### src/rtl/keystroke_debounce.sv
// keystroke_debounce: synchronises, debounces and edge-detects raw key inputs.
// Each bit is handled by its own keystroke_debounce_bit lane.
// Optional macro KEY_REPEAT_EN adds auto-repeat press pulses on held keys
// selected by REPEAT_MASK.

module keystroke_debounce_bit #(
  parameter int DB_CYCLES    = 16
`ifdef KEY_REPEAT_EN
  , parameter int REPEAT_DELAY = 500000,
  parameter int REPEAT_RATE  = 100000,
  parameter bit REPEAT_ON    = 1'b0
`endif
) (
  input  logic clk_raw,
  input  logic rst_n,
  input  logic key_raw_i,
  output logic level_o,
  output logic press_o
);
  localparam int CW = $clog2(DB_CYCLES);

  logic          s1_q, s1_d;
  logic          s2_q, s2_d;
  logic          level_q, level_d;
  logic [CW-1:0] cnt_q, cnt_d;
  logic          press_q, press_d;

`ifdef KEY_REPEAT_EN
  localparam int RMAX = (REPEAT_DELAY > REPEAT_RATE) ? REPEAT_DELAY : REPEAT_RATE;
  localparam int RW   = $clog2(RMAX + 1);

  // armed_q: first repeat (REPEAT_DELAY) already emitted, later ones use REPEAT_RATE
  logic [RW-1:0] rep_q, rep_d;
  logic          armed_q, armed_d;
`endif

  // Next-state: synchroniser shift, stability counter, level accept, press pulse
  always_comb begin
    s1_d    = key_raw_i;
    s2_d    = s1_q;
    level_d = level_q;
    cnt_d   = cnt_q;
    press_d = 1'b0;
    if (s2_q == level_q) begin
      cnt_d = '0;
    end else if (cnt_q == CW'(DB_CYCLES - 1)) begin
      level_d = s2_q;
      cnt_d   = '0;
      press_d = s2_q;
    end else begin
      cnt_d = cnt_q + 1'b1;
    end
`ifdef KEY_REPEAT_EN
    rep_d   = rep_q;
    armed_d = armed_q;
    // Count only while the key stays accepted-high; a fall being accepted
    // this cycle clears the counter and suppresses any coincident repeat.
    if (REPEAT_ON && level_q && level_d) begin
      if (rep_q == (armed_q ? RW'(REPEAT_RATE - 1) : RW'(REPEAT_DELAY - 1))) begin
        press_d = 1'b1;
        rep_d   = '0;
        armed_d = 1'b1;
      end else begin
        rep_d = rep_q + 1'b1;
      end
    end else begin
      rep_d   = '0;
      armed_d = 1'b0;
    end
`endif
  end

  // Debounce state registers, cleared asynchronously
  always_ff @(posedge clk_raw or negedge rst_n) begin
    if (!rst_n) begin
      s1_q    <= 1'b0;
      s2_q    <= 1'b0;
      level_q <= 1'b0;
      cnt_q   <= '0;
      press_q <= 1'b0;
    end else begin
      s1_q    <= s1_d;
      s2_q    <= s2_d;
      level_q <= level_d;
      cnt_q   <= cnt_d;
      press_q <= press_d;
    end
  end

`ifdef KEY_REPEAT_EN
  // Auto-repeat counter registers
  always_ff @(posedge clk_raw or negedge rst_n) begin
    if (!rst_n) begin
      rep_q   <= '0;
      armed_q <= 1'b0;
    end else begin
      rep_q   <= rep_d;
      armed_q <= armed_d;
    end
  end
`endif

  assign level_o = level_q;
  assign press_o = press_q;
endmodule

module keystroke_debounce #(
  parameter int               WIDTH        = 12,
  parameter int               DB_CYCLES    = 16,
  parameter int               REPEAT_DELAY = 500000,
  parameter int               REPEAT_RATE  = 100000,
  parameter logic [WIDTH-1:0] REPEAT_MASK  = WIDTH'(12'h100)
) (
  input  logic             clk_raw,
  input  logic             rst_n,
  input  logic [WIDTH-1:0] key_raw,
  output logic [WIDTH-1:0] keystroke,
  output logic [WIDTH-1:0] key_press
);
  // One independent debounce lane per key bit
  for (genvar i = 0; i < WIDTH; i++) begin : g_lane
    keystroke_debounce_bit #(
      .DB_CYCLES   (DB_CYCLES)
`ifdef KEY_REPEAT_EN
      , .REPEAT_DELAY(REPEAT_DELAY),
      .REPEAT_RATE (REPEAT_RATE),
      .REPEAT_ON   (REPEAT_MASK[i])
`endif
    ) u_bit (
      .clk_raw  (clk_raw),
      .rst_n    (rst_n),
      .key_raw_i(key_raw[i]),
      .level_o  (keystroke[i]),
      .press_o  (key_press[i])
    );
  end
endmodule

### config.mk
export PLATFORM = sky130hd
export DESIGN_NAME = keystroke_debounce
export DESIGN_NICKNAME = d
export VERILOG_FILES = /design/src/rtl/keystroke_debounce.sv
export SDC_FILE = /design/constraint.sdc
export NUM_CORES = 1
export LEC_CHECK = 0
export CAP_MARGIN = 0
export CORE_AREA = 2 2 158 114
export CTS_CLUSTER_DIAMETER = 150
export CTS_CLUSTER_SIZE = 14
export DETAILED_ROUTE_END_ITERATION = 10
export DIE_AREA = 0 0 160 116
export SLEW_MARGIN = 20
export SYNTH_ARGS = -nofsm -noshare
export SYNTH_HDL_FRONTEND = slang
export SYNTH_SLANG_ARGS = --single-unit
export TNS_END_PERCENT = 10
### constraint.sdc
create_clock -name clk_raw -period 2.6 [get_ports clk_raw]
set_input_delay 0.52 -clock clk_raw [delete_from_list [all_inputs] [get_ports clk_raw]]
set_output_delay 0.52 -clock clk_raw [all_outputs]
set_load 0.02 [all_outputs]
==> results.json, run 1 <==
{
  "synth.most_common_cell": "dfrtp_1",
  "drv_cap": 0,
  "die_width_um": 160,
  "crit_buf_inv": 1,
  "slew_violations": 0,
  "r2r_start": "g_lane[9].u_bit.cnt_q[0]",
  "io_pins": 38,
  "numCtsBuffers": 9,
  "cts_sinks": 96,
  "worstMarginPinSlew_ns": 0.6467,
  "fin_crit_ns": 1.908,
  "routabilityCongestion": 0.6616,
  "cts_resized": 0,
  "rsz0062_at_grt": "false",
  "synth_area_um2": 3861,
  "routedWlPerCell_um": 11.23,
  "path_delay_family": "buffers and inverters",
  "cp_data_required_time_ns": 2.08,
  "grt-ovfl-total": 0,
  "track_usage_pct": 7.320,
  "synth_ff_type": "dfrtp_1",
  "core_area_um2": 16920,
  "die_h_um": 116,
  "crit_path_start_kind": "flip-flop",
  "viasPerCell": 3.894,
  "synthArstFlopShare_pct": 100.0,
  "cts_hold_buf": 0,
  "remaining_drc_errors": 0,
  "synth.avg_cell_area_um2": 13.60,
  "arrival_ns": 1.39,
  "fmax_mhz": 524.0,
  "fin_crit_sh_pct": 73.40,
  "yosysSeqAreaShare_pct": 62.22,
  "finalPower_uw": 3064,
  "netlist_top_cells_count": "dfrtp_1, buf_4, xnor2_1",
  "drive_above_1_share_pct": 12.10,
  "ys_seq_elements": 96,
  "grt_pass1_vias": 2333,
  "clk_path_buf_depth": 2,
  "setup_viol_count_final": 0,
  "startpoint": "g_lane[10].u_bit.level_o",
  "postCtsSetupRepairBufs": 0,
  "path_cells": "clkdlybuf4s50_1",
  "hold_class": "input pin to asynchronous set/reset pin",
  "dieArea_um2": 18560,
  "first_pass_iters": 4,
  "cts_tree": "built",
  "setup_tns_ns": 0,
  "grt_max_degree": 51,
  "synth.net_count": 310,
  "clock_latency_ns": 0.34,
  "clk_pin_slew_ns": 0.06,
  "outcome": "completed",
  "power_density_nw_per_um2": 660.3,
  "antenna_cells": 0,
  "antenna_found_initial": 0,
  "hold_violations": 0,
  "initial_utilization_pct": 22.83,
  "critPathMaxFanout": 4,
  "dp_hpwl_um": 4193,
  "first_iter_violations": 120,
  "yosysUniqueCellTypes": 17,
  "ant_nets": 0,
  "critPathSlowestCell": "clkdlybuf4s50_1",
  "fin_skew_ns": 0.007295,
  "vias": 2122,
  "crit_type": "flip-flop to primary output",
  "end_kind": "primary output",
  "root_buffer": "clkbuf_16",
  "synth_edf_count": 0,
  "slowest_delay_ns": 0.63,
  "rows": 40,
  "netlist.area_leader.share_pct": 62.22,
  "syn2layout_area_growth_pct": 20.19,
  "yosysWarningCount": 0,
  "peakVddDrop_uv": 263.1,
  "synth_top_area_cell": "dfrtp_1",
  "nFillCells": 1766,
  "layout.nets": 335,
  "grt_pass1_wl_um": 10580,
  "synthTopCellsByArea": "dfrtp_1, xnor2_1, buf_4",
  "htree_levels": 3,
  "maxSlewHeadroom_pct": 56.89,
  "power.leakage_uw": 0.001929,
  "synth_cells": 284,
  "finalWirelength_um": 6121,
  "io_buffers": 37
}
-- final cells by class --
cell class	instances	area (um^2)	share of cell area, %
Clock buffer	13	240.2	5.177
Clock inverter	3	42.54	0.9167
Inverter	10	37.54	0.8088
Multi-Input combinational cell	154	1241	26.75
Sequential cell	96	2402	51.77
Tap cell	231	289.0	6.228
Timing Repair Buffer	38	387.9	8.358
-- state kept, by name, indices dropped and copies added, names as in the netlist --
register	count
g_lane.u_bit.press_o	12
g_lane.u_bit.level_o	12
g_lane.u_bit.s2_q	12
g_lane.u_bit.cnt_q	48
g_lane.u_bit.s1_q	12
-- worst reg2reg max path: cells and delay by family (launching register included) --
| kind | cells | cell delay, ns |
|---|---|---|
| multiplexers | 1 | 0.33 |
| adder cells (fa/ha/maj) | 1 | 0.26 |
| AND/OR/NAND/NOR | 1 | 0.11 |
| flip-flops | 1 | 0.41 |
-- final timing paths --
path	endpoint	depth (start not counted)	slack (ns)
setup / recovery	keystroke[10]	1	0.69
hold / removal	g_lane[5].u_bit.press_o	1	0.20
setup reg to reg	g_lane[9].u_bit.level_o	3	1.38
hold reg to reg	g_lane[11].u_bit.s2_q	0	0.35
max in group asynchronous	g_lane[10].u_bit.cnt_q[2]	2	1.71
min in group clk_raw	g_lane[11].u_bit.s2_q	0	0.35
-- power by group --
part           internal, uW  switching, uW  leakage (uW)
combinational          82.5           82.2      0.000540
sequential             1560           59.8       0.00125
clock                   745            536      0.000134
total                  2390            678       0.00193
-- stage by stage --
stage / cell area [um^2] / setup WS, ns / utilization [%] / hold WS (ns) / cells
after floorplan: 3861 / 1.442 / - / 0.2244 / 284
after global placement: 4358 / 1.081 / 25.76 / 0.3315 / 529
after detailed placement: 4358 / 1.063 / 25.76 / 0.3356 / 529
after CTS: 4641 / 0.6730 / 27.43 / 0.2178 / 545
after global routing: 4641 / 0.6296 / 27.43 / 0.2472 / 545
final: 4641 / 0.6916 / 27.43 / 0.1989 / 545
-- metal layers --
layer / vias to the layer above / routed length (um) / GRT usage [%]
li1: 1013 / - / -
met1: 1071 / 2744 / 7.813
met2: 31 / 2930 / 12.47
met3: 7 / 345 / 3.758
met4: 0 / 102 / 3.003
met5: - / 0 / 0
-- layout by cell type, fill, tap and decap left out --
master            n
nor2b_1          12
mux2_4           11
clkinvlp_4        1
ha_1             12
buf_4             1
mux2_2            1
buf_12            1
nor3b_1          23
a21o_1            2
inv_1            10
clkbuf_1          4
nor2_1           12
a311oi_1          3
clkbuf_16         9
o21ai_0          10
bufinv_16         1
clkinv_2          1
a31oi_1           2
nand4b_1         10
dfrtp_1          96
clkdlybuf4s50_1  36
xnor2_1          24
a21oi_1          20
nand3_2          12
-- cell families after synthesis --
| logic type | count (synthesis) | synth area share (%) |
|---|---|---|
| flip-flops | 96 | 62.22 |
| XOR/XNOR | 24 | 5.444 |
| multiplexers | 12 | 4.569 |
| buffers and inverters | 34 | 5.638 |
| AND/OR/NAND/NOR | 69 | 12.96 |
| AO/OA/AOI/OAI | 37 | 5.282 |
| adder cells (fa/ha/maj) | 12 | 3.888 |
No activity file was read; power rests on OpenSTA's default activity.
==> inputs of run 2 (changes only) <==
Clock period 2.6 ns to 1.7 ns, I/O delays scaled along.
==> results.json, run 2 (synthesized netlist as in run 1, its figures left out) <==
{
  "root_buffer": "clkbuf_16",
  "routabilityCongestion": 0.6447,
  "dpl.cell_count": 529,
  "largest_register": "g_lane.u_bit.cnt_q",
  "viasPerCell": 3.936,
  "track_usage_pct": 7.626,
  "hold_violations": 0,
  "postPlaceCellArea_um2": 4358,
  "final_common_cell": "dfrtp_1",
  "slew_violations": 0,
  "rsz0062_at_grt": "false",
  "antenna_found_initial": 0,
  "rows": 40,
  "ant_nets": 0,
  "maxSlewHeadroom_pct": 62.17,
  "peakVddDrop_uv": 435.0,
  "io_buffers": 37,
  "largest_reg_flops": 48,
  "drv_cap": 0,
  "final_cell_count_no_fill": 544,
  "crit_buf_inv": 1,
  "initial_utilization_pct": 22.83,
  "hold_class": "input pin to asynchronous set/reset pin",
  "critPathMaxFanout": 1,
  "path_delay_family": "buffers and inverters",
  "first_iter_violations": 160,
  "fmax_mhz": 620.1,
  "fin_skew_ns": 0.003683,
  "remaining_drc_errors": 0,
  "power_density_nw_per_um2": 1004,
  "worstMarginPinSlew_ns": 0.5674,
  "final.setup.worst_slack_ns": 0.08742,
  "io_pins": 38,
  "layout.nets": 335,
  "die_h_um": 116,
  "cp_data_required_time_ns": 1.36,
  "stdcell_area_um2": 4624,
  "core_area_um2": 16920,
  "numCtsBuffers": 9,
  "dp_hpwl_um": 4072,
  "fin_crit_sh_pct": 94.86,
  "crit_type": "flip-flop to primary output",
  "crit_path_start_kind": "flip-flop",
  "drive_above_1_share_pct": 13.10,
  "slowest_delay_ns": 0.60,
  "syn2layout_area_growth_pct": 19.77,
  "critPathSlowestCell": "clkdlybuf4s50_1",
  "power.leakage_uw": 0.001988,
  "setup_tns_ns": 0,
  "cts_hold_buf": 0,
  "cts_tree": "built",
  "vias": 2141,
  "clk_path_buf_depth": 2,
  "die_width_um": 160,
  "routedWlPerCell_um": 11.24,
  "arrival_ns": 1.27,
  "dp_slack_ns": 0.3364,
  "end_kind": "primary output",
  "fin_crit_ns": 1.613,
  "htree_levels": 3,
  "outcome": "completed",
  "fin_hold_ws_ns": 0.0009582,
  "antenna_cells": 0,
  "grt_pass1_vias": 2333,
  "cts_sinks": 96,
  "first_pass_iters": 4,
  "path_cells": "clkdlybuf4s50_1",
  "clk_pin_slew_ns": 0.07,
  "layout_common_cells": "dfrtp_1, xnor2_1, clkdlybuf4s50_1",
  "clock_latency_ns": 0.34,
  "rrSetupSlack_ns": 0.46,
  "dieArea_um2": 18560,
  "grt-ovfl-total": 0,
  "grt_max_degree": 97,
  "finalWirelength_um": 6112,
  "setup_viol_count_final": 0,
  "grt_pass1_wl_um": 11030
}
## run 2: cell types whose count changed in the layout (fill, tap and decap cells not counted)
cell	before	now
dlygate4sd2_1	0	12
inv_6	0	1
clkdlybuf4s50_1	36	24
clkinvlp_4	1	2
clkbuf_8	0	2
clkbuf_1	4	0
bufinv_16	1	0
## run 2: where the power goes
group,internal (uW),switching [uW]
combinational,125,125
sequential,2380,93.1
clock,1070,851
## run 2: path summary, 6_finish.rpt
path | from | to | depth (start not counted)
min | rst_n | g_lane[5].u_bit.s2_q | 2
max reg2reg | g_lane[9].u_bit.cnt_q[0] | g_lane[9].u_bit.level_o | 3
max in group asynchronous | rst_n | g_lane[7].u_bit.press_o | 2
max | g_lane[10].u_bit.press_o | key_press[10] | 1
min reg2reg | g_lane[3].u_bit.s1_q | g_lane[3].u_bit.s2_q | 0
min in group clk_raw | g_lane[3].u_bit.s1_q | g_lane[3].u_bit.s2_q | 0
## run 2: what timing repair did
item	4_1_cts	5_1_grt
resized for setup	12	0
buffers inserted	0	0
endpoints found under the setup margin	12	0
## run 2: metrics by stage
step	total power (uW)	utilization [%]
after floorplan	2641	-
after global placement	2750	25.76
after detailed placement	2775	25.76
after CTS	4749	27.34
after global routing	4934	27.34
final	4643	27.34
## run 2: final cells by class
class	count	area, um^2
Tap cell	231	289.0
Fill cell	1761	12290
Clock buffer	11	252.7
Clock inverter	4	28.78
Inverter	10	37.54
Sequential cell	96	2402
Multi-Input combinational cell	154	1241
Timing Repair Buffer	38	372.9
## run 2: routing by layer
| metal | track usage, % | share of wire (%) | wire length, um |
|---|---|---|---|
| met1 | 8.843 | 46 | 2788 |
| met3 | 3.221 | 5.0 | 306 |
| met2 | 12.21 | 47 | 2884 |
| met5 | 0 | 0 | 0 |
| met4 | 4.024 | 2.2 | 133 |
==> inputs of run 3 (changes only) <==
Settings changed: CORE_AREA 2 2 158 114 to 2 2 114 83, DIE_AREA 0 0 160 116 to 0 0 116 85, PLACE_DENSITY from default to 0.67, REMOVE_ABC_BUFFERS from default to 1, SETUP_SLACK_MARGIN from default to 0.02.
==> results.json, run 3 (synthesized netlist as in run 1, its figures left out) <==
{
  "outcome": "completed",
  "core_area_um2": 8781,
  "cp_data_required_time_ns": 1.36,
  "setup_viol_count_final": 0,
  "grt-ovfl-total": 0,
  "peakVddDrop_uv": 594.8,
  "die_width_um": 116,
  "grt_pass1_wl_um": 9818,
  "grt_max_degree": 46,
  "critPathMaxFanout": 1,
  "power.leakage_uw": 0.001986,
  "power_density_nw_per_um2": 1004,
  "grt_pass1_vias": 2179,
  "rows": 29,
  "rsz0062_at_grt": "false",
  "ant_nets": 0,
  "clk_pin_slew_ns": 0.06,
  "routabilityCongestion": 0.7124,
  "largest_reg_flops": 48,
  "fin_hold_ws_ns": 0.3476,
  "worstMarginPinSlew_ns": 0.3841,
  "first_iter_violations": 58,
  "htree_levels": 3,
  "nFillCells": 787,
  "crit_path_start_kind": "flip-flop",
  "postCtsSetupRepairBufs": 0,
  "syn2layout_area_growth_pct": 16.59,
  "antenna_found_initial": 0,
  "multi_input_area_um2": 1241,
  "finalWirelength_um": 5586,
  "hold_violations": 0,
  "die_h_um": 85,
  "path_delay_family": "buffers and inverters",
  "slew_violations": 0,
  "critPathSlowestCell": "clkdlybuf4s50_1",
  "fmax_mhz": 620.7,
  "layout_common_cells": "dfrtp_1, xnor2_1, clkdlybuf4s50_1",
  "final_common_cell": "dfrtp_1",
  "remaining_drc_errors": 0,
  "arrival_ns": 1.27,
  "clk_path_buf_depth": 2,
  "clock_latency_ns": 0.33,
  "dp_hpwl_um": 3929,
  "first_pass_iters": 4,
  "end_kind": "primary output",
  "ff_latch_area_um2": 2402,
  "antenna_cells": 0,
  "viasPerCell": 4.726,
  "fin_crit_ns": 1.611,
  "vias": 2084,
  "drive_above_1_share_pct": 12.93,
  "cts_sinks": 96,
  "numCtsBuffers": 9,
  "crit_buf_inv": 1,
  "track_usage_pct": 12.84,
  "hold_class": "flip-flop to flip-flop",
  "dieArea_um2": 9860,
  "setup_tns_ns": 0,
  "dpl.cell_count": 424,
  "stdcell_area_um2": 4502,
  "root_buffer": "clkbuf_16",
  "cts_tree": "built",
  "postPlaceCellArea_um2": 4239,
  "layout.nets": 338,
  "io_buffers": 37,
  "fin_skew_ns": 0.008242,
  "slowest_delay_ns": 0.61,
  "routedWlPerCell_um": 12.67,
  "crit_type": "flip-flop to primary output",
  "largest_register": "g_lane.u_bit.cnt_q",
  "maxSlewHeadroom_pct": 74.21,
  "initial_utilization_pct": 43.97,
  "drv_cap": 0,
  "fin_crit_sh_pct": 94.77,
  "io_pins": 38,
  "path_cells": "clkdlybuf4s50_1",
  "final_cell_count_no_fill": 441
}
==> run 3: layer usage <==
metal  vias to the layer above  global-route usage (%)  part of all wire, %  wire (um)
li1                       1017                       -                    -          -
met1                      1019                   17.27                   49       2764
met2                        41                   19.40                   45       2527
met3                         7                   4.786                  4.2        237
met4                         0                   4.221                  1.0         56
met5                         -                       0                    0          0
==> run 3: worst reg2reg max path, cell delays in order, from the launching register on <==
cell and delay, ns:
dfrtp_1 0.42, ha_1 0.26, nand3_2 0.11, mux2_2 0.34
==> run 3: timing repair <==
action                                  in CTS  in global routing
hold buffers                                 1                  0
resized for setup                           12                  0
endpoints found under the setup margin      12                  0
endpoints found under the hold margin       18                  0
==> run 3: where the power goes <==
group,leakage [uW],internal [uW],switching (uW)
sequential,0.00125,2380,90.0
combinational,0.000612,130,125
clock,0.000119,994,796
==> run 3: final timing paths <==
kind,start,to,slack [ns],cells past startpoint
max in group asynchronous,rst_n,g_lane[10].u_bit.cnt_q[2],0.76,3
min in group asynchronous,rst_n,g_lane[9].u_bit.s2_q,0.43,2
worst min register to register,g_lane[9].u_bit.s1_q,g_lane[9].u_bit.s2_q,0.35,0
worst max register to register,g_lane[9].u_bit.cnt_q[0],g_lane[9].u_bit.level_o,0.45,3
worst max-delay path,g_lane[0].u_bit.press_o,key_press[0],0.09,1
worst min-delay path,g_lane[9].u_bit.s1_q,g_lane[9].u_bit.s2_q,0.35,0
==> run 3: through the flow <==
step	power (uW)	setup WS, ns	utilization [%]
finish	4519	0.08886	51.27
global route	4736	0.04449	51.27
CTS	4591	0.07184	51.27
detailed placement	2772	0.3405	48.28
global placement	2759	0.3580	48.28
floorplan	2641	0.5423	-
==> run 3: cell type report <==
cell class | count | area share (%)
clock buffers | 12 | 5.253
clock inverters | 4 | 0.6948
inverters | 10 | 0.8338
multi-input cells | 154 | 27.57
flip-flops and latches | 96 | 53.36
well taps | 124 | 3.446
repair buffers | 41 | 8.838
